--- src/rtl/tdm_mux_pkg.sv ---
// Shared definitions for the time-division multiplexer: mode and state
// encodings plus the dwell-counter width helper.
package tdm_mux_pkg;

    localparam logic MODE_MANUAL = 1'b0;
    localparam logic MODE_SCAN   = 1'b1;

    typedef enum logic [0:0] {
        ST_MANUAL = 1'b0,
        ST_SCAN   = 1'b1
    } state_t;

    // Counter width for a 0..dwell-1 range, never narrower than one bit.
    function automatic int cnt_width(input int dwell);
        if (dwell <= 2) begin
            return 1;
        end else begin
            return $clog2(dwell);
        end
    endfunction

endpackage

--- src/rtl/tdm_mux_dwell_counter.sv ---
// Dwell counter: counts 0..DWELL-1 while enabled, flags the last count on tc,
// and is forced to zero by clr.
module dwell_counter
    import tdm_mux_pkg::*;
#(
    parameter int DWELL = 12
) (
    input  logic clk,
    input  logic rstn,
    input  logic en,
    input  logic clr,
    output logic tc
);

    localparam int CW = cnt_width(DWELL);
    localparam logic [CW-1:0] LAST = CW'(DWELL - 1);

    logic [CW-1:0] cnt_r;

    assign tc = (cnt_r == LAST);

    // Count register: clear wins, wraps to zero after the last count.
    always_ff @(posedge clk or negedge rstn) begin
        if (!rstn) begin
            cnt_r <= {CW{1'b0}};
        end else if (clr) begin
            cnt_r <= {CW{1'b0}};
        end else if (en) begin
            cnt_r <= tc ? {CW{1'b0}} : cnt_r + CW'(1);
        end else begin
            cnt_r <= cnt_r;
        end
    end

endmodule

--- src/rtl/tdm_mux.sv ---
// Registered N-channel, W-bit multiplexer with manual select and a
// round-robin scan mode that dwells DWELL cycles on each channel.
module tdm_mux
    import tdm_mux_pkg::*;
#(
    parameter  int W     = 1,
    parameter  int N     = 8,
    parameter  int DWELL = 12,
    localparam int SW    = $clog2(N)
) (
    input  logic           clk,
    input  logic           rstn,
    input  logic [N*W-1:0] d,
    input  logic           mode,
    input  logic [SW-1:0]  sel,
    input  logic           hold,
    output logic [W-1:0]   z,
    output logic [SW-1:0]  ch,
    output logic           strobe,
    output logic           wrap
);

    localparam logic [SW:0]   N_EXT   = (SW + 1)'(N);
    localparam logic [SW-1:0] LAST_CH = SW'(N - 1);

    state_t        state_r;
    logic [SW-1:0] ch_next_s;
    logic          wrap_next_s;
    logic          tc_s;
    logic          cnt_en_s;
    logic          cnt_clr_s;
    logic [W-1:0]  d_arr_s [N];

    for (genvar i = 0; i < N; i++) begin : g_unpack
        assign d_arr_s[i] = d[i*W +: W];
    end

    assign cnt_clr_s = (state_r == ST_MANUAL);
    assign cnt_en_s  = (state_r == ST_SCAN) && !hold;

    dwell_counter #(.DWELL(DWELL)) u_dwell (
        .clk  (clk),
        .rstn (rstn),
        .en   (cnt_en_s),
        .clr  (cnt_clr_s),
        .tc   (tc_s)
    );

    // Next channel: manual follows a valid sel, scan advances on dwell expiry.
    always_comb begin
        ch_next_s   = ch;
        wrap_next_s = 1'b0;
        case (state_r)
            ST_MANUAL: begin
                if ({1'b0, sel} < N_EXT) begin
                    ch_next_s = sel;
                end else begin
                    ch_next_s = ch;
                end
            end
            ST_SCAN: begin
                if (tc_s && !hold) begin
                    if (ch == LAST_CH) begin
                        ch_next_s   = {SW{1'b0}};
                        wrap_next_s = 1'b1;
                    end else begin
                        ch_next_s   = ch + SW'(1);
                    end
                end else begin
                    ch_next_s = ch;
                end
            end
            default: begin
                ch_next_s = ch;
            end
        endcase
    end

    // State and all outputs; z always samples the channel being loaded.
    always_ff @(posedge clk or negedge rstn) begin
        if (!rstn) begin
            state_r <= ST_MANUAL;
            ch      <= {SW{1'b0}};
            z       <= {W{1'b0}};
            strobe  <= 1'b0;
            wrap    <= 1'b0;
        end else begin
            state_r <= (mode == MODE_SCAN) ? ST_SCAN : ST_MANUAL;
            ch      <= ch_next_s;
            z       <= d_arr_s[ch_next_s];
            strobe  <= (ch_next_s != ch);
            wrap    <= wrap_next_s;
        end
    end

endmodule

--- config.mk ---
export PLATFORM = sky130hd
export DESIGN_NAME = tdm_mux
export DESIGN_NICKNAME = d
export VERILOG_FILES = /design/src/rtl/tdm_mux_pkg.sv /design/src/rtl/tdm_mux_dwell_counter.sv /design/src/rtl/tdm_mux.sv
export SDC_FILE = /design/constraint.sdc
export NUM_CORES = 1
export LEC_CHECK = 0
export ABC_AREA = 1
export CORE_UTILIZATION = 45
export DETAILED_ROUTE_END_ITERATION = 10
export PLACE_DENSITY = 0.76
export REMOVE_ABC_BUFFERS = 1
export SLEW_MARGIN = 20
export SYNTH_ARGS = -nofsm -noshare
export SYNTH_HDL_FRONTEND = slang
export SYNTH_SLANG_ARGS = --single-unit
--- constraint.sdc ---
create_clock -name clk -period 1.7 [get_ports clk]
set_clock_uncertainty 0.05 [all_clocks]
set_input_delay 0.34 -clock clk [delete_from_list [all_inputs] [get_ports clk]]
set_output_delay 0.34 -clock clk [all_outputs]
set_load 0.05 [all_outputs]
==> results.md <==
- Detailed placer's ending HPWL: 1.18 mm
- Pre-antenna DRT Iters: 4
- Static Leakage: 0.591 nW
- Synth top cells by count: nand2_1, inv_1, nand3_1, dfrtp_1, nor2_1
- Die Height: 42.3 um
- Multi-input logic area: between 400 and 500 um^2
- Post-Syn Instances: 95
- Flop-to-flop setup slack: 50 ps
- Final WS setup: approximately 55 ps
- Vias after detailed routing: 724
- Post-synth EDFFs: 0
- Clk_lat worst skew: 280 ps
- DR DRC count: 0
- Yosys reg bits: 11
- Starting Density: 48.4%
- GRT overflow: 0
- Max-slew violations: 0
- DR iter-0 viols: 13
- CTS root buffer: clkbuf_4
- Share of layout cells above drive strength 1: approximately a third
- Synth top area share: 37.7%
- Setup-failing EPs final: 0
- Reg-to-reg startpoint: u_dwell.cnt_r[1]$_DFFE_PN0P_
- H-tree levels: 1
- Total power: 0.846 mW
- Worst-path clk slew: roughly 70 ps
- I/O pin total: 21
- Clock buffer depth: 2
- Post-CTS Hold Buffers: 0
- Fillers: 111
- M1 WL: 687 um
- Seq/Total Area, Yosys: 37.7%
- Worst hold slack: about 340 ps
- Dominant cell type by area after synthesis: dfrtp_1
- WS Path Type: reg -> reg
- Layout area overhead: 53.7%
- Worst rel slew slack: 66.8%
- Routability cong.: between 0.7 and 0.8
- Row count: 14
- Top cells by area, synth: dfrtp_1, nand2_1, inv_1, nand3_1, ha_1
- GRT Total Usage: 19.6%
- Netlist cell types: 19
- PortBufs: 20
- Number of routed nets with antenna violations: 0
- Main flop type after synthesis: dfrtp_1
- Number of buffers created by CTS: 3
- Pin count of the biggest net entering global routing: 12
- Worst r2r path cells: 12
- Post-DR wirelength/cell: between 10 and 15 um
- # diodes: 0
- Core box area: ~1500 um^2
- Worst Max-Slew Pin Slew: 497 ps
- Vias in the first global route: 670
- Mapped Area: 729 um^2
- Met2 wire length: 869 um
- Layout Nets: 151
- Worst EP required: about 1800 ps
- DIE WIDTH: around 42 um
- DR WL met3: 66 um
- Largest fanout on the critical path: 6
- Crit. End Element: flop
- RSZ-0062 raised after global routing: true
- Most common cell in the netlist: nand2_1
- Achievable Freq: 0.608 GHz
- Max VDD drop: between 0.5 and 0.6 mV
- Final min period: 1650 ps
- FF/Latch Area: 275 um^2
- DR vias/cell: 4.89
- Initial antenna violation count: 0
- Max Cap Viol: 0
- Worst Hold Class: in -> async
- CTS tree: built
- Status: finished clean
- Setup crit start kind: flop
- Highest metal used: met4
- Sink Count: 11
- Avg Synthesized Cell Area: between 7 and 8 um^2
- First-pass GRT wire length: 2.59 mm
- DIE AREA: about 1800 um^2
- Async set-reset flop share out of synthesis: 100%
- P per Cell Area: ~750 nW/um^2
- Final period utilization: 96.8%
- Critical Path AT: 1770 ps
- Routed wire length: 1.66 mm
- Yosys Warn Count: 0
- Final hold violation count: 0
- Reg2reg end: z$_DFF_PN0_
- Worst slack, placed: -80.0 ps
==> layout make-up <==
type                            count  area share (%)
Timing Repair Buffer               34            28.1
Tap cell                           16            1.79
Sequential cell                    11            24.6
Clock buffer                        4            2.34
Multi-Input combinational cell     62            36.2
Inverter                           21            7.03
==> cells by family (layout without fill, tap and decap cells) <==
family,Yosys count,after routing,share of synthesized area (%)
adder cells (fa/ha/maj),3,3,5.15
flip-flops,11,11,37.7
XOR/XNOR,3,3,3.60
AND/OR/NAND/NOR,49,49,34.0
AO/OA/AOI/OAI,7,7,6.69
buffers and inverters,22,59,12.9
==> worst max path at each step <==
stage / from / endpoint / slack [ps] / cells after the start
2_1_floorplan: ch[0]$_DFF_PN0_ / strobe$_DFF_PN0_ / -160 / 8
3_3_place_gp: hold / strobe$_DFF_PN0_ / -70 / 9
3_5_place_dp: hold / strobe$_DFF_PN0_ / -80 / 9
4_1_cts: ch[0]$_DFF_PN0_ / z$_DFF_PN0_ / 50 / 11
5_1_grt: u_dwell.cnt_r[1]$_DFFE_PN0P_ / z$_DFF_PN0_ / -50 / 12
6_report: u_dwell.cnt_r[1]$_DFFE_PN0P_ / z$_DFF_PN0_ / 50 / 12
==> state kept, by name (all words and copies together), names as in the netlist <==
signal	flops
wrap	1
u_dwell.cnt_r	4
ch	3
state_r	1
z	1
strobe	1
==> power breakdown <==
| group | switching [mW] | internal [mW] |
|---|---|---|
| Combinational | 0.167 | 0.166 |
| Clock | 0.0896 | 0.0913 |
| Sequential | 0.0357 | 0.296 |
| Total | 0.292 | 0.553 |
==> cell usage in the layout (no fill, tap or decap), types with 2 or more instances in the layout <==
| master | count |
|---|---|
| nand2_2 | 6 |
| a21oi_1 | 2 |
| inv_1 | 21 |
| clkdlybuf4s50_1 | 14 |
| nand3_1 | 10 |
| nand2_4 | 2 |
| o21ai_2 | 2 |
| nand3_2 | 3 |
| buf_4 | 18 |
| nand2_1 | 19 |
| buf_12 | 2 |
| xor2_1 | 3 |
| clkbuf_4 | 3 |
| nor2_1 | 5 |
| dfrtp_1 | 11 |
==> routing by layer <==
layer / vias to the layer above / global-route usage (%)
met5: - / 0
met4: 0 / 9.38
met3: 5 / 7.76
met2: 16 / 33.5
met1: 331 / 20.7
li1: 372 / -
==> stage by stage <==
step	setup TNS [ps]	utilization, %	std cells	instance area [um^2]
6_report	0	74.4	148	1120
2_1_floorplan	-321	-	94	714
4_1_cts	0	66.9	139	1010
5_1_grt	-83.7	74.4	148	1120
3_3_place_gp	-94.7	65.2	135	982
3_5_place_dp	-127	65.2	135	982
==> repair_timing <==
action,CTS,global route
setup endpoints to repair,0,2
gates resized for setup,0,11
setup buffers,0,9
==> critical path, cell delays in order, from the launching register on <==
cell and delay (ps):
dfrtp_1 410, ha_4 170, nand2_4 60, nor2_4 120, nand2_2 90, nand2_2 100
nand3_4 110, nand2_4 150, nand2_2 50, nand3_1 60, nand2_1 60, nand2_1 50
nand2_1 40
No activity file was read; power rests on OpenSTA's default activity.
